**src/rtl/ctrl_pkg.sv**
```systemverilog
// Shared definitions for the multi-cycle MIPS-subset controller: opcodes,
// funct codes, state encoding, ALU operation enum and datapath select codes.
package ctrl_pkg;

    typedef enum logic [2:0] {
        S_IF0 = 3'd0,
        S_IF1 = 3'd1,
        S_ID  = 3'd2,
        S_EX  = 3'd3,
        S_MEM = 3'd4,
        S_WB  = 3'd5
    } state_e;

    typedef enum logic [3:0] {
        ALU_ADD = 4'd0,
        ALU_SUB = 4'd1,
        ALU_AND = 4'd2,
        ALU_OR  = 4'd3,
        ALU_XOR = 4'd4,
        ALU_NOR = 4'd5,
        ALU_SLT = 4'd6,
        ALU_SLL = 4'd7,
        ALU_SRL = 4'd8,
        ALU_LUI = 4'd9
    } alu_op_e;

    typedef enum logic [3:0] {
        C_RTYPE, C_ITYPE, C_LW, C_SW, C_BEQ, C_BNE, C_J, C_JAL, C_JR, C_ILL
    } iclass_e;

    localparam logic [5:0] OP_RTYPE = 6'h00;
    localparam logic [5:0] OP_J     = 6'h02;
    localparam logic [5:0] OP_JAL   = 6'h03;
    localparam logic [5:0] OP_BEQ   = 6'h04;
    localparam logic [5:0] OP_BNE   = 6'h05;
    localparam logic [5:0] OP_ADDI  = 6'h08;
    localparam logic [5:0] OP_ANDI  = 6'h0C;
    localparam logic [5:0] OP_ORI   = 6'h0D;
    localparam logic [5:0] OP_XORI  = 6'h0E;
    localparam logic [5:0] OP_LUI   = 6'h0F;
    localparam logic [5:0] OP_LW    = 6'h23;
    localparam logic [5:0] OP_SW    = 6'h2B;

    localparam logic [5:0] FN_SLL = 6'h00;
    localparam logic [5:0] FN_SRL = 6'h02;
    localparam logic [5:0] FN_JR  = 6'h08;
    localparam logic [5:0] FN_ADD = 6'h20;
    localparam logic [5:0] FN_SUB = 6'h22;
    localparam logic [5:0] FN_AND = 6'h24;
    localparam logic [5:0] FN_OR  = 6'h25;
    localparam logic [5:0] FN_XOR = 6'h26;
    localparam logic [5:0] FN_NOR = 6'h27;
    localparam logic [5:0] FN_SLT = 6'h2A;

    localparam logic [1:0] PC_PLUS4  = 2'b00;
    localparam logic [1:0] PC_RS     = 2'b01;
    localparam logic [1:0] PC_BRANCH = 2'b10;
    localparam logic [1:0] PC_JUMP   = 2'b11;

    localparam logic [1:0] RF_DST_RT = 2'b00;
    localparam logic [1:0] RF_DST_RD = 2'b01;
    localparam logic [1:0] RF_DST_RA = 2'b10;

    localparam logic [1:0] WD_ALU = 2'b00;
    localparam logic [1:0] WD_MEM = 2'b01;
    localparam logic [1:0] WD_PC4 = 2'b10;

endpackage

```
**src/rtl/ctrl_decode.sv**
```systemverilog
// Combinational instruction decode: opcode/funct to instruction class,
// ALU operation, immediate extension mode and an unsupported-instruction flag.
module ctrl_decode
    import ctrl_pkg::*;
(
    input  logic [5:0] op,
    input  logic [5:0] funct,
    output iclass_e    iclass,
    output alu_op_e    alu_op,
    output logic       imm_zext,
    output logic       illegal
);

    always_comb begin
        iclass   = C_ILL;
        alu_op   = ALU_ADD;
        imm_zext = 1'b0;
        case (op)
            OP_RTYPE: begin
                iclass = C_RTYPE;
                case (funct)
                    FN_ADD:  alu_op = ALU_ADD;
                    FN_SUB:  alu_op = ALU_SUB;
                    FN_AND:  alu_op = ALU_AND;
                    FN_OR:   alu_op = ALU_OR;
                    FN_XOR:  alu_op = ALU_XOR;
                    FN_NOR:  alu_op = ALU_NOR;
                    FN_SLT:  alu_op = ALU_SLT;
                    FN_SLL:  alu_op = ALU_SLL;
                    FN_SRL:  alu_op = ALU_SRL;
                    FN_JR:   iclass = C_JR;
                    default: iclass = C_ILL;
                endcase
            end
            OP_ADDI: iclass = C_ITYPE;
            OP_ANDI: begin iclass = C_ITYPE; alu_op = ALU_AND; imm_zext = 1'b1; end
            OP_ORI:  begin iclass = C_ITYPE; alu_op = ALU_OR;  imm_zext = 1'b1; end
            OP_XORI: begin iclass = C_ITYPE; alu_op = ALU_XOR; imm_zext = 1'b1; end
            OP_LUI:  begin iclass = C_ITYPE; alu_op = ALU_LUI; end
            OP_LW:   iclass = C_LW;
            OP_SW:   iclass = C_SW;
            // Branches compare rs/rt by subtraction; zf reports equality.
            OP_BEQ:  begin iclass = C_BEQ; alu_op = ALU_SUB; end
            OP_BNE:  begin iclass = C_BNE; alu_op = ALU_SUB; end
            OP_J:    iclass = C_J;
            OP_JAL:  iclass = C_JAL;
            default: iclass = C_ILL;
        endcase
    end

    assign illegal = (iclass == C_ILL);

endmodule

```
**src/rtl/multicycle_ctrl.sv**
```systemverilog
// Multi-cycle control FSM: fetch, decode, execute, memory handshake with
// timeout, and write-back. All strobes are decoded from registered state.
//   state | meaning
//   IF0   | ROM read in flight
//   IF1   | instruction word valid, load IR and op/funct
//   ID    | decode; jumps and illegal instructions retire here
//   EX    | ALU operation; branches retire here
//   MEM   | data-memory request held until ack or timeout
//   WB    | register-file write and PC+4
module multicycle_ctrl
    import ctrl_pkg::*;
#(
    parameter int WAIT_MAX = 255,
    parameter int CNT_W    = 8
) (
    input  logic        clk,
    input  logic        rst,
    input  logic [31:0] inst_code,
    input  logic        zf,
    input  logic        mem_ack,
    output logic [1:0]  pc_s,
    output logic        pc_we,
    output logic        ir_we,
    output logic        rf_we,
    output logic [1:0]  rf_dst,
    output logic [1:0]  wd_sel,
    output logic [3:0]  alu_op,
    output logic        alu_src_b,
    output logic        imm_zext,
    output logic        mem_req,
    output logic        mem_we,
    output logic        illegal,
    output logic        bus_err,
    output logic [2:0]  state
);

    state_e           state_q, state_d;
    logic [5:0]       op_q, op_d, funct_q, funct_d;
    logic [CNT_W-1:0] cnt_q, cnt_d;
    logic             illegal_q, illegal_d, bus_err_q, bus_err_d;

    iclass_e iclass;
    alu_op_e dec_alu_op;
    logic    dec_imm_zext, dec_illegal;
    logic    unused_inst_bits;

    assign unused_inst_bits = ^inst_code[25:6];

    ctrl_decode u_decode (
        .op       (op_q),
        .funct    (funct_q),
        .iclass   (iclass),
        .alu_op   (dec_alu_op),
        .imm_zext (dec_imm_zext),
        .illegal  (dec_illegal)
    );

    always_ff @(posedge clk or negedge rst) begin
        if (!rst) begin
            state_q   <= S_IF0;
            op_q      <= '0;
            funct_q   <= '0;
            cnt_q     <= '0;
            illegal_q <= 1'b0;
            bus_err_q <= 1'b0;
        end else begin
            state_q   <= state_d;
            op_q      <= op_d;
            funct_q   <= funct_d;
            cnt_q     <= cnt_d;
            illegal_q <= illegal_d;
            bus_err_q <= bus_err_d;
        end
    end

    always_comb begin
        state_d   = state_q;
        op_d      = op_q;
        funct_d   = funct_q;
        cnt_d     = '0;
        illegal_d = illegal_q;
        bus_err_d = bus_err_q;
        pc_s      = PC_PLUS4;
        pc_we     = 1'b0;
        ir_we     = 1'b0;
        rf_we     = 1'b0;
        rf_dst    = RF_DST_RT;
        wd_sel    = WD_ALU;
        alu_op    = ALU_ADD;
        alu_src_b = 1'b0;
        imm_zext  = 1'b0;
        mem_req   = 1'b0;
        mem_we    = 1'b0;
        case (state_q)
            S_IF0: state_d = S_IF1;
            S_IF1: begin
                ir_we   = 1'b1;
                op_d    = inst_code[31:26];
                funct_d = inst_code[5:0];
                state_d = S_ID;
            end
            S_ID: begin
                state_d = S_IF0;
                pc_we   = 1'b1;
                if (dec_illegal) begin
                    illegal_d = 1'b1;
                end else begin
                    case (iclass)
                        C_J:  pc_s = PC_JUMP;
                        C_JR: pc_s = PC_RS;
                        C_JAL: begin
                            pc_s   = PC_JUMP;
                            rf_we  = 1'b1;
                            rf_dst = RF_DST_RA;
                            wd_sel = WD_PC4;
                        end
                        default: begin
                            pc_we   = 1'b0;
                            state_d = S_EX;
                        end
                    endcase
                end
            end
            S_EX: begin
                alu_op    = dec_alu_op;
                alu_src_b = (iclass == C_ITYPE) || (iclass == C_LW) || (iclass == C_SW);
                imm_zext  = dec_imm_zext;
                case (iclass)
                    C_BEQ, C_BNE: begin
                        pc_we   = 1'b1;
                        pc_s    = ((iclass == C_BEQ) == zf) ? PC_BRANCH : PC_PLUS4;
                        state_d = S_IF0;
                    end
                    C_LW, C_SW: state_d = S_MEM;
                    default:    state_d = S_WB;
                endcase
            end
            S_MEM: begin
                mem_req = 1'b1;
                mem_we  = (iclass == C_SW);
                if (mem_ack) begin
                    if (iclass == C_SW) begin
                        pc_we   = 1'b1;
                        state_d = S_IF0;
                    end else begin
                        state_d = S_WB;
                    end
                end else if (cnt_q == CNT_W'(WAIT_MAX - 1)) begin
                    // Abort after WAIT_MAX request cycles; the load never writes back.
                    bus_err_d = 1'b1;
                    pc_we     = 1'b1;
                    state_d   = S_IF0;
                end else begin
                    cnt_d = cnt_q + CNT_W'(1);
                end
            end
            S_WB: begin
                rf_we   = 1'b1;
                rf_dst  = (iclass == C_RTYPE) ? RF_DST_RD : RF_DST_RT;
                wd_sel  = (iclass == C_LW) ? WD_MEM : WD_ALU;
                pc_we   = 1'b1;
                state_d = S_IF0;
            end
            default: state_d = S_IF0;
        endcase
    end

    assign illegal = illegal_q;
    assign bus_err = bus_err_q;
    assign state   = state_q;

endmodule

```
**config.mk**
```make
export PLATFORM = sky130hd
export DESIGN_NAME = multicycle_ctrl
export DESIGN_NICKNAME = d
export VERILOG_FILES = /design/src/rtl/ctrl_pkg.sv /design/src/rtl/ctrl_decode.sv /design/src/rtl/multicycle_ctrl.sv
export SDC_FILE = /design/constraint.sdc
export NUM_CORES = 1
export LEC_CHECK = 0
export CAP_MARGIN = 5
export CELL_PAD_IN_SITES_DETAIL_PLACEMENT = 1
export CELL_PAD_IN_SITES_GLOBAL_PLACEMENT = 2
export CORE_ASPECT_RATIO = 0.9
export CORE_MARGIN = 4
export CORE_UTILIZATION = 24
export CTS_CLUSTER_SIZE = 16
export DETAILED_ROUTE_END_ITERATION = 6
export GPL_TIMING_DRIVEN = 0
export PLACE_DENSITY = 0.86
export SETUP_SLACK_MARGIN = 0.05
export SLEW_MARGIN = 10
export SYNTH_ARGS = -nofsm -noshare
export SYNTH_HDL_FRONTEND = slang
export SYNTH_SLANG_ARGS = --single-unit
```
**constraint.sdc**
```tcl
create_clock -name clk -period 2.3 [get_ports clk]
set_clock_uncertainty 0.1 [all_clocks]
set_input_delay 0.69 -clock clk [delete_from_list [all_inputs] [get_ports clk]]
set_output_delay 0.69 -clock clk [all_outputs]
set_load 0.05 [all_outputs]
```
; Word level (Yosys, flattened, before mapping)
; Cells that the tools add are included.
[totals]
ff_bits = 25
in_bits = 36
out_inout_bits = 22
word_cells = 103
[op_classes]
n_addsub = 1
n_eq_ne = 37
muxes = 42
n_bitwise = 1
n_reduce_logical = 16
[ops]
columns = op, count
row1 = $pmux 4 s8, 2
row2 = $eq 6x6->1 const B, 9
row3 = $eq 6x4->1 const B, 6
row4 = $mux 8, 3
row5 = $pmux 4 s6, 1
row6 = $eq 6x2->1 const B, 3
row7 = $eq 4x3->1 const B, 4
row8 = $mux 1, 16
row9 = $pmux 2 s2, 4
row10 = $pmux 3 s5, 1
row11 = $mux 2, 7
row12 = $eq 6x3->1 const B, 2
row13 = $logic_not 6->1, 2
row14 = $mux 3, 3
row15 = $reduce_or 9->1, 1
row16 = $add 8x1->8 const B, 1
row17 = $eq 4x2->1 const B, 2
row18 = $eq 4x4->1 const B, 2
row19 = $eq 8x8->1 const B, 1
row20 = $pmux 4 s2, 1
row21 = $reduce_or 2->1, 4
row22 = $eq 3x2->1 const B, 2
row23 = $eq 3x3->1 const B, 2
row24 = $pmux 3 s2, 1
row25 = other kinds (15), 17

; Longest topological paths before layout
; Gate-level depths: netlist of the first run.
[logic_depth]
word_depth = 9
mapped_depth = 7
depth_no_buf = 6

; Modules after synthesis
; From an unflattened synthesis of the first run, not the netlist that was laid out.
[hier_totals]
cells_unflattened = 185
area_unflattened_um2 = 1790.5
[by_module_without_submodules]
columns = module, n_inst, cells_each, area_per_inst_um2, seq_area_each_um2
row1 = multicycle_ctrl, 1, 127, 1410.1, 625.6
row2 = ctrl_decode, 1, 58, 380.4, 0.0

; Least setup slack after synthesis of the first run
; No wires, ideal clock.
[synth_timing]
path_type = register to output
from = reg op_q[2]
to = out rf_we
t_arrival_ps = 2503
t_required_ps = 1510
path_slack_ps = -993
path_stages_with_launch = 8
n_path_buf = 1
path_cell_list = dfrtp_1 -> buf_6 -> nor4_4 -> and2_4 -> nand4_1 -> o21bai_2 -> nor3b_2 -> o21bai_1
[synth_between]
elab_chain_len = 7
[synth_lines]
columns = item, line
row1 = from (decl), multicycle_ctrl.sv:38  ; logic [5:0] op_q, op_d, funct_q, funct_d;
row2 = from (signal assigned), multicycle_ctrl.sv:68  ; op_q <= op_d;
row3 = $eq 6x4->1, ctrl_decode.sv:18  ; case (op)
row4 = $reduce_or 5->1 (no line), -
row5 = $pmux 4 s8 *, ctrl_decode.sv:18
row6 = $eq 4x3->1, multicycle_ctrl.sv:108  ; case (iclass)
row7 = $mux 1, multicycle_ctrl.sv:108
row8 = $mux 1 *, multicycle_ctrl.sv:105  ; if (dec_illegal) begin
row9 = $pmux 1 s2 *, multicycle_ctrl.sv:94  ; case (state_q)
row10 = to (decl), multicycle_ctrl.sv:24  ; output logic rf_we,
; Mark *: on every way between the ends. The rest lies on a longest branch, timed or not.

; Worst setup path after layout of the first run
[layout_timing]
from = reg op_q[5]
to = out alu_src_b
[layout_between]
elab_chain_len = 7
[layout_lines]
columns = item, line
row1 = $eq 6x4->1, ctrl_decode.sv:18
row2 = $reduce_or 5->1 (no line), -
row3 = $pmux 4 s8 *, ctrl_decode.sv:18
row4 = $eq 4x1->1 or $eq 4x2->1 (tied branches), multicycle_ctrl.sv:126  ; alu_src_b = (iclass == C_ITYPE) || (iclass == C_LW) || (iclass == C_SW);
row5 = $logic_or 1x1->1, multicycle_ctrl.sv:126
row6 = $logic_or 1x1->1 *, multicycle_ctrl.sv:126
row7 = $mux 1 *, multicycle_ctrl.sv:94
row8 = to (decl), multicycle_ctrl.sv:28  ; output logic alu_src_b,
; Marked as above.

==> results of run 1 <==
-- metrics by stage --
step           utilization [%]  cell area [sq um]
2_1_floorplan                -               1770
3_3_place_gp              34.2               2250
3_5_place_dp              34.2               2250
4_1_cts                   40.2               2650
5_1_grt                   43.4               2860
6_report                  43.4               2860
-- flip-flops by register name, indices dropped and copies added (netlist names) --
| name | count |
|---|---|
| funct_q | 6 |
| state | 3 |
| cnt_q | 8 |
| op_q | 6 |
| illegal | 1 |
| bus_err | 1 |
-- final timing paths --
path | endpoint | slack [ps] | cells after the start
max in group asynchronous | funct_q[2] | 1370 | 1
worst min-delay path | bus_err | 300 | 1
min in group clk | bus_err | 370 | 1
worst max register to register | state[0] | 50 | 10
worst max-delay path | alu_src_b | -820 | 8
worst min register to register | bus_err | 370 | 1
-- cells in the mapped netlist (3+ instances only) --
library cell  instances
dfrtp_1              25
nor2_1               23
nand2_1              14
nand3_1               9
mux2_2                8
o21ai_0               7
a21oi_1               6
nor2b_1               5
xor2_1                5
and3_1                4
buf_2                 4
inv_1                 4
and2_1                3
mux2_1                3
nand2b_1              3
nand4_1               3
nor3_1                3
xnor2_1               3
-- layout make-up --
type | count | area share (%)
Multi-Input combinational cell | 137 | 44.2
Clock inverter | 1 | 0.263
Clock buffer | 3 | 1.45
Buffer | 7 | 2.41
Tap cell | 90 | 3.94
Sequential cell | 25 | 22.2
Timing Repair Buffer | 72 | 24.9
Inverter | 4 | 0.657
-- logic make-up after synthesis --
logic type,count (synthesis)
compound gates,35
buf+inv,12
flops,25
simple gates,81
mux,11
xor+xnor,8
fa+ha+maj,2
-- layer usage --
layer / GRT usage (%) / vias up / part of all wire [%]
li1: - / 775 / -
met1: 17.3 / 835 / 41
met2: 22.9 / 35 / 53
met3: 1.39 / 13 / 3.5
met4: 4.85 / 0 / 2.6
met5: 0 / - / 0
-- what timing repair did --
item	4_1_cts	5_1_grt
setup endpoints to repair	21	20
buffers inserted	24	12
gates resized for setup	156	33
pin swaps	9	14
hold endpoints to repair	0	0
-- where the power goes --
part | internal, mW | leakage [nW] | switching, mW
logic | 1.09 | 0.829 | 1.23
clock network | 0.123 | 0.0217 | 0.155
registers | 0.591 | 0.306 | 0.245
total | 1.81 | 1.16 | 1.63
==> run summary, run 1 <==
Worst hold path type: input port to asynchronous set/reset pin
Synth Area in Simple Gates: 28.1%
Post-synth EDFFs: 0
Peak supply drop: 0.000611 V
Worst setup SP type: register
Unrepaired setup endpoints after global routing: yes
Worst path most repeated cell: buf_6
Fmax: 0.321 GHz
Post-DP HPWL: 3710 microns
Die W: 95.1 microns
Post-synthesis mux area share: 7.56%
Area contributors post-synth: dfrtp_1, mux2_2, nor2_1
CP endpoint kind: output port
Die ar.: 8210 sq um
Clk_lat worst skew: 280 ps
CTS Buf Count: 3
Syn nets: 212
Setup CP Type: register to output port
Worst-margin pin slew: 593 ps
Sum Neg Setup Slack: -8890 ps
Max Slew Vio Count: 0
CP arrival: 2330 ps
Initial antenna violation count: 0
Synth Area per Inst: 9.41 sq um
Post-synthesis cell count: 174
Overall Power: 3.43 mW
Routed WL: 5940 microns
Core area: 6590 sq um
IO Pins: 58
Crit. Startpoint: op_q[5]
Final hold slack: 304 ps
Clock-pin slew on the worst setup and hold paths: 100 ps
IO buf count: 37
Slowest stage cell, crit path: dfrtp_1
Fin crit share: 135%
Commonest non-fill, non-tap cell in the layout: buf_4
R2R Path Start: op_q[5]
# H-tree levels: 1
Non-filler cells, final: 339
Fraction of registers with async set/reset: 100%
DRC Markers: 0
First drt pass iteration count: 4
Max cap viols: 0
Final WS setup: -816 ps
Yosys warns: 0
Starting Density: 24.9%
Final setup fails: 15
Multi-input gate area: 1260 sq um
CTS tree: done
Wire length per cell: 17.5 microns
Total leakage power: 1.16 nW
Global route total overflow: 0
NumNets Final: 288
Inst Count DP: 301
Final critical path time including I/O delays and setup: 3120 ps
Max transition margin: 60.5%
CTS sink count: 25
First-pass GRT wire length: 8630 microns
CP peak stage delay: 380 ps
Chip height: 86.4 microns
Yosys top cell by area: dfrtp_1
Initial DRC Count: 28
Status: finished with violations
Post-synth cell types: 53
Most frequent cells in the layout: buf_4, buf_6, dfrtp_1
Endpoints failing hold: 0
Synth Area in Compound Gates: 16.1%
XOR/XNOR Fraction of Synth Area: 4.28%
Area Growth Syn to Fin: 74.4%
Top cell type's share of synthesized area: 38.2%
RD Place Congestion: 0.744
Required @ worst endpoint: 1510 ps
# hold bufs at CTS: 0
Clock Path Buffers: 2
Ys flop type: dfrtp_1
Largest family of logic cells by synthesized area: simple AND/OR/NAND/NOR gates
Share of layout cells above drive strength 1: 52.6%
Part of the Yosys area used for sequential elements: 38.2%
Bufs and invs on worst path: 3
Mapped Area: 1640 sq um
CP max FO: 7
Number of cell rows: 28
Via count: 1658
Diodes inserted: 0
CP Cell Sequence: buf_6 -> nor4_4 -> and2_4 -> nand4_1 -> o21ai_2 -> buf_6 -> and3_4 -> buf_8
Largest net degree at the start of global routing: 26
Vias in the first global route: 1690
Flops & latches, synth: 25
Power Density: 1200 nW/um^2
Failing checks: negative setup slack
Final antenna-violating net count: 0
Register area: 634 sq um
Routed vias/inst: 4.89
# fillers: 757
Clock Tree Root: clkbuf_8
Post-Synth Adder-Cell Area: 1.53%
Delay-heaviest family, CP: simple AND/OR/NAND/NOR gates
Pre-CTS setup slack: -1200 ps
Gr usage total: 13.3%
(Power assumes the default switching activity.)
==> run 2: changes to the inputs <==
RECOVER_POWER = 50   (was unset)
==> run summary, run 2 (synthesis gave the netlist of run 1 again) <==
Status: finished with violations
Failing checks: negative setup slack
Clock Tree Root: clkbuf_8
Share of layout cells above drive strength 1: 51.4% (-1.2 points)
Power Density: 1200 nW/um^2 (about the same)
CTS sink count: 25 (unchanged)
Setup slack, reg-to-reg: 40 ps (about the same)
CTS Buf Count: 3 (unchanged)
# hold bufs at CTS: 0 (unchanged)
Switching share of power: 47.7% (+0.36 points)
First drt pass iteration count: 4 (unchanged)
IO buf count: 37 (unchanged)
Vias in the first global route: 1690 (unchanged)
Most frequent cells in the layout: buf_6, buf_4, dfrtp_1
Largest net degree at the start of global routing: 26 (unchanged)
Gr usage total: 13.3% (unchanged)
NetSw: 1.63 mW (+0.51%)
Total leakage power: 1.15 nW (-0.92%)
Comb pwr share: 67.3% (-0.3 points)
Initial antenna violation count: 0 (unchanged)
Worst setup SP type: register
Crit. Startpoint: op_q[5]
Max reg flops: 8 (unchanged)
Wire length per cell: 17.5 microns (unchanged)
Placed Area: 2250 sq um (unchanged)
Fmax: 0.320 GHz (-0.40%)
Endpoints failing hold: 0 (unchanged)
Regs by FF count: cnt_q x8, funct_q x6, op_q x6
Fin util: 43.2% (-0.13 points)
Inst Count DP: 301 (unchanged)
CTS tree: done
Final setup fails: 15 (unchanged)
Max transition margin: 4.13% (-56 points)
Global route total overflow: 0 (unchanged)
Routed vias/inst: 4.87 (-0.42%)
Die W: 95.1 microns (unchanged)
Die ar.: 8210 sq um (unchanged)
Internal cell power: 1.79 mW (-0.93%)
Sum Neg Setup Slack: -9070 ps (-178 ps)
RD Place Congestion: 0.744 (unchanged)
Share of total power in the clock network: 8.3% (+0.2 points)
CP endpoint kind: output port
Setup CP Type: register to output port
Required @ worst endpoint: 1510 ps (about the same)
Biggest register: cnt_q
Chip height: 86.4 microns (unchanged)
Final WS setup: -828 ps (-12.6 ps)
Worst-margin pin slew: 1440 ps (+845 ps)
Clk_lat worst skew: 280 ps (about the same)
Initial DRC Count: 35 (+25%)
CP max FO: 7 (unchanged)
First-pass GRT wire length: 8630 microns (unchanged)
Final critical path time including I/O delays and setup: 3130 ps (+12.6 ps)
Multi-input gate area: 1260 sq um (unchanged)
NumNets Final: 288 (unchanged)
Register area: 634 sq um (unchanged)
Via count: 1651 (-0.42%)
Flop pwr share: 24.4% (about the same)
Diodes inserted: 0 (unchanged)
CP arrival: 2340 ps (about the same)
Final antenna-violating net count: 0 (unchanged)
Fin crit share: 136% (+0.55 points)
Unrepaired setup endpoints after global routing: yes
Number of cell rows: 28 (unchanged)
Routed WL: 5940 microns (unchanged)
Post-route cell area: 2850 sq um (-0.31%)
Max Slew Vio Count: 0 (unchanged)
Starting Density: 24.9% (unchanged)
Clock Path Buffers: 2 (unchanged)
# H-tree levels: 1 (unchanged)
Hold Crit Start: bus_err
Max cap viols: 0 (unchanged)
Overall Power: 3.43 mW (-0.25%)
# fillers: 760 (+0.40%)
Peak supply drop: 0.000612 V (+0.16%)
R2R Path Start: op_q[5]
Worst hold path type: register to register
Post-DP HPWL: 3710 microns (unchanged)
DRC Markers: 0 (unchanged)
IO Pins: 58 (unchanged)
Non-filler cells, final: 339 (unchanged)
Area Growth Syn to Fin: 73.9%
Clock-pin slew on the worst setup and hold paths: 100 ps (about the same)
Core area: 6590 sq um (unchanged)
[run 2: cell count changes in the layout (fill, tap and decap cells not counted), sizes merged]
cell,previous run,this run
buf,59,56
clkbuf,4,7
[run 2: worst max-delay path, cell delays in order, from the launching register on]
cell and delay, ps:
dfrtp_1 380, buf_6 140, nor4_4 350, and2_4 220, nand4_1 190, o21ai_2 310
buf_6 150, and3_4 180, buf_8 140
[run 2: timing repair]
item | in CTS | in global routing
setup buffers | 24 | 12
setup endpoints to repair | 21 | 20
gates resized for setup | 156 | 33
pin swaps | 9 | 14
[run 2: stage by stage]
stage	hold slack [ps]	worst slack [ps]
floorplan	294	-630
global placement	347	-1150
detailed placement	357	-1200
CTS	376	-730
global route	397	-934
finish	374	-828
[run 2: area by class of cell]
cell class	instances	share of cell area (%)
Clock inverter	1	0.264
Buffer	7	2.42
Timing Repair Buffer	72	24.7
Sequential cell	25	22.3
Tap cell	90	3.95
Multi-Input combinational cell	137	44.3
Inverter	4	0.659
Clock buffer	3	1.45
[run 2: final timing paths]
kind                              end  cells after the start
setup reg to reg             state[0]                     10
setup / recovery            alu_src_b                      8
max in group asynchronous  funct_q[2]                      1
min in group asynchronous     op_q[4]                      1
hold reg to reg               bus_err                      1
hold / removal                bus_err                      1
[run 2: power by group through the flow]
stage / Sequential [mW] / Combinational (mW) / Clock, mW
finish: 0.835 / 2.31 / 0.285
CTS: 0.812 / 2.01 / 0.281
global route: 0.860 / 2.44 / 0.307
floorplan: 0.816 / 1.07 / 0
detailed placement: 0.770 / 1.53 / 0
global placement: 0.757 / 1.49 / 0
[run 2: per-layer routing]
layer | share of wire, % | GRT usage, % | wire (microns)
met1 | 41 | 17.3 | 2420
met2 | 53 | 22.9 | 3160
met3 | 3.5 | 1.39 | 207
met4 | 2.5 | 4.85 | 148
met5 | 0 | 0 | 0
==> edit 1, RTL diff (config.mk and constraints of run 1) <==
Set the parameter `CNT_W` to 9 (it was 8).
--- a/src/rtl/multicycle_ctrl.sv
+++ b/src/rtl/multicycle_ctrl.sv
@@ -11,7 +11,7 @@
     import ctrl_pkg::*;
 #(
     parameter int WAIT_MAX = 255,
-    parameter int CNT_W    = 8
+    parameter int CNT_W    = 9
 ) (
     input  logic        clk,
     input  logic        rst,
Check against the original RTL: no difference found for any inputs over 10 cycles, from zero or initial values and one cycle with rst low; that may be too few to reach the edited logic, so the function may still have changed.
==> edit 1 against run 1 <==
- the run still ends with negative setup slack left
- non-clock buffer count grew 25
- sequential cell count grew 1
- worst setup slack lost 51 ps
- final area grew 13%
- final cell count grew 10%
- highest routed layer unchanged
- count of clock-buffer cells in the layout grew 1
- power grew 13%
- routed wire length grew 17%
- synthesized area grew 5.0%
==> edit 1: results <==
[critical_path]
r2r_end = "state[1]$_DFFE_PN0P_"
crit_arrival_ps = 2380
ff2ff_path_depth = 9
reg2reg_from = "op_q[1]$_DFFE_PN0P_"
endpoint = "rf_we"
path_max_fanout = 5
crit_start = "funct_q[5]$_DFFE_PN0P_"
r2r_slack_ps = 120

[global_routing]
use_met1_pct = 17.92
grt_usage_pct = 14.10
grt_max_degree = 27
grt_use_met3_pct = 2.128
grtUsageMet2_pct = 24.94
grt_pass1_vias = 1856
grt_pass1_wl_um = 9735

[detailed_routing]
drtPass1Iterations = 4
routed_wl_um = 6964
vias = 1830
drcViolationCount = 0
drt_iter0_markers = 48

[clock_tree]
cts_max_level = 1
root_buffer = "clkbuf_8"

[status]
violations = "negative setup slack"
status = "finished, violations left"

[pwr]
comb_power_share_pct = 69.4
p_clk_mw = 0.315
peakVddDrop_uv = 433.7
intPower_mw = 2.118
p_leak_nw = 1.287

[layout]
top_regs = "cnt_q x9, funct_q x6, op_q x6"
drive_gt1_share_pct = 56.94
fillCellCount = 753
nNetsFinal = 320

[logic_synthesis]
synth_compound_area_share_pct = 16.58
synth.top_cells.by_area = "dfrtp_1, mux2_2, nor2_1, nand3_1, xor2_1"
yosys-top-cells-count = "nor2_1, dfrtp_1, nand3_1"
synthXorXnorAreaFrac_pct = 4.073
synthMuxAreaShare_pct = 7.782
synth_cell_type_count = 54
syn-num-nets = 223
seq_area_frac_synth_pct = 37.82
yosys.area_share.adder_pct = 1.455

[timing]
setup_viol = 14
final.setup.worst_slack_ps = -866.3
fin_hold_ws_ps = 311.9
max_slew_margin_pct = 57.04

[worst_hold_path]
hp-class = "input port to async pin"

[place]
hpwl_um = 3747
gp_congestion = 0.7995
## edit 1: changes by cell type in the layout (fill, tap and decap cells not counted), moves of 3 or more
cell,change
mux2_1,-3
buf_8,+3
nor2_4,+5
buf_6,+7
buf_4,+13
mux2_2,+3
## edit 1: per-stage QoR
stage | instances | total power [mW] | setup slack, ps | cell area [sq um] | TNS (ps)
finish | 374 | 3.891 | -866.3 | 3222 | -9810
global route | 374 | 4.083 | -962.5 | 3222 | -11040
CTS | 350 | 3.354 | -804.8 | 2918 | -8426
detailed placement | 315 | 2.417 | -1283 | 2402 | -15940
global placement | 315 | 2.376 | -1243 | 2402 | -15350
floorplan | 185 | 2.004 | -514.3 | 1916 | -3703
## edit 1: timing repair
action	in CTS	in global routing
buffers inserted	32	24
cloned	0	1
hold buffers	0	0
pin swaps	25	20
endpoints found under the hold margin	0	0
resized for setup	166	32
setup endpoints to repair	19	20
## edit 1: critical path, cell delays in order (launching register included)
cell      delay (ps)
dfrtp_1          420
buf_6            140
and2_4           170
o211ai_1         310
nand3b_4         180
o31a_1           400
buf_4            170
o21ai_2          130
buf_6            180
## edit 1: final cells by class
cell class,instances,area share [%]
plain buffers,11,3.922
flip-flops and latches,26,20.50
repair buffers,93,28.35
well taps,93,3.612
multi-input cells,142,41.32
clock buffers,4,1.709
inverters,5,0.5825
## edit 1: metal layers
layer | routed length, um | up-vias | part of all wire [%]
li1 | - | 865 | -
met2 | 3658 | 33 | 53
met1 | 2957 | 922 | 42
met5 | 0 | - | 0
met3 | 222 | 10 | 3.2
met4 | 125 | 0 | 1.8
## edit 1: logic make-up (layout without fill, tap and decap cells)
kind of cell	Yosys count	in the layout
simple gates	85	85
xor+xnor	8	8
fa+ha+maj	2	2
flops	26	26
buf+inv	17	113
mux	12	12
compound gates	35	35
==> edit 2, RTL diff (config.mk and constraints of run 1) <==
Made on the original files. `op_q` no longer has a reset.
--- a/src/rtl/multicycle_ctrl.sv
+++ b/src/rtl/multicycle_ctrl.sv
@@ -58,19 +58,21 @@
     always_ff @(posedge clk or negedge rst) begin
         if (!rst) begin
             state_q   <= S_IF0;
-            op_q      <= '0;
             funct_q   <= '0;
             cnt_q     <= '0;
             illegal_q <= 1'b0;
             bus_err_q <= 1'b0;
         end else begin
             state_q   <= state_d;
-            op_q      <= op_d;
             funct_q   <= funct_d;
             cnt_q     <= cnt_d;
             illegal_q <= illegal_d;
             bus_err_q <= bus_err_d;
         end
+    end
+
+    always_ff @(posedge clk) begin
+        op_q <= op_d;
     end
 
     always_comb begin
Formal check against the unedited RTL: same outputs for any inputs over 10 cycles, from zero or initial values and one cycle with rst low; that may be too few to reach the edited logic, so the function may still have changed.
==> edit 2 against run 1 <==
- via count shrank 1.1%
- routed wire length shrank 12%
- the run still ends with negative setup slack left
- critical endpoint is now alu_op[0]
- critical path type unchanged
- power shrank 22%
- sequential cell count is the same
- worst setup slack gained 85 ps
- non-clock buffer count grew 1
- largest power group unchanged
- highest routed layer unchanged
- synthesized area shrank 2.5%
- final area shrank 4.4%
- worst hold slack gained 69 ps
==> edit 2: results <==
[logic_synthesis]
synthArstFlopShare_pct = 76.00
seq_area_frac_synth_pct = 41.07
yosys-top-cells-count = "nor2_1, dfrtp_1, nand2_1"
synthXorXnorAreaFrac_pct = 3.840
synth.top_cell.area_share_pct = 29.78
synth.top_cells.by_area = "dfrtp_1, edfxtp_1, nor2_1, nand2_1, mux2_2"
synth_edf_count = 6
synth_compound_area_share_pct = 12.46

[place]
place_area_sq_um = 2215
gp_congestion = 0.7980
hpwl_um = 3391

[detailed_routing]
vias = 1639

[layout]
multiInputGateArea_sq_um = 1134
fillCellCount = 729
drive_gt1_share_pct = 46.03

[status]
violations = "negative setup slack"
status = "finished, violations left"

[pwr]
peakVddDrop_uv = 482.1

[global_routing]
grtUsageMet2_pct = 21.60
use_met1_pct = 17.41
grt_max_degree = 20
grt_pass1_wl_um = 8411
grt_usage_pct = 13.06

[timing]
final.setup.worst_slack_ps = -730.3
worstMarginPinSlew_ps = 896.4
setup_viol = 15

[critical_path]
crit_arrival_ps = 2240
ff2ff_path_depth = 8
[edit 2: cell type report]
type	count	area share, %
multi-input cells	138	41.50
repair buffers	72	25.24
flip-flops and latches	25	24.19
well taps	87	3.985
plain buffers	8	2.611
clock buffers	4	1.649
inverters	5	0.8246
[edit 2: timing repair]
action,4_1_cts,5_1_grt
resized for setup,146,33
endpoints found under the hold margin,0,0
buffers inserted,18,18
pin swaps,11,12
setup endpoints to repair,20,19
[edit 2: report_power, final]
group	internal (mW)	switching (mW)
logic	0.709	0.959
clock network	0.124	0.140
registers	0.598	0.134
total	1.43	1.23
[edit 2: critical path, stage by stage, from the launching register on]
cell      delay [ps]
edfxtp_1         390
buf_6            140
nor4_4           310
nand2_2          140
a211o_1          260
or3b_4           400
a31oi_4          170
buf_6            170
[edit 2: path summary, 6_finish.rpt]
check / slack (ps) / start / end
min in group asynchronous: 820 / rst / cnt_q[0]$_DFF_PN0_
max in group asynchronous: 670 / rst / funct_q[2]$_DFFE_PN0P_
worst max-delay path: -730 / op_q[4]$_DFFE_PP_ / alu_op[0]
worst min register to register: 370 / bus_err$_DFFE_PN0P_ / bus_err$_DFFE_PN0P_
worst min-delay path: 370 / bus_err$_DFFE_PN0P_ / bus_err$_DFFE_PN0P_
worst max register to register: 330 / op_q[1]$_DFFE_PP_ / state[0]$_DFFE_PN0P_
[edit 2: per-stage QoR]
stage / setup TNS, ps / cells
after CTS: -6781 / 322
final: -8241 / 339
after global placement: -14420 / 303
after detailed placement: -14540 / 303
after floorplan: -2578 / 179
after global routing: -9657 / 339
[edit 2: routing by layer]
| metal | wire [um] | up-vias |
|---|---|---|
| li1 | - | 784 |
| met1 | 2417 | 812 |
| met2 | 2528 | 37 |
| met3 | 254 | 6 |
| met4 | 38 | 0 |
| met5 | 0 | - |
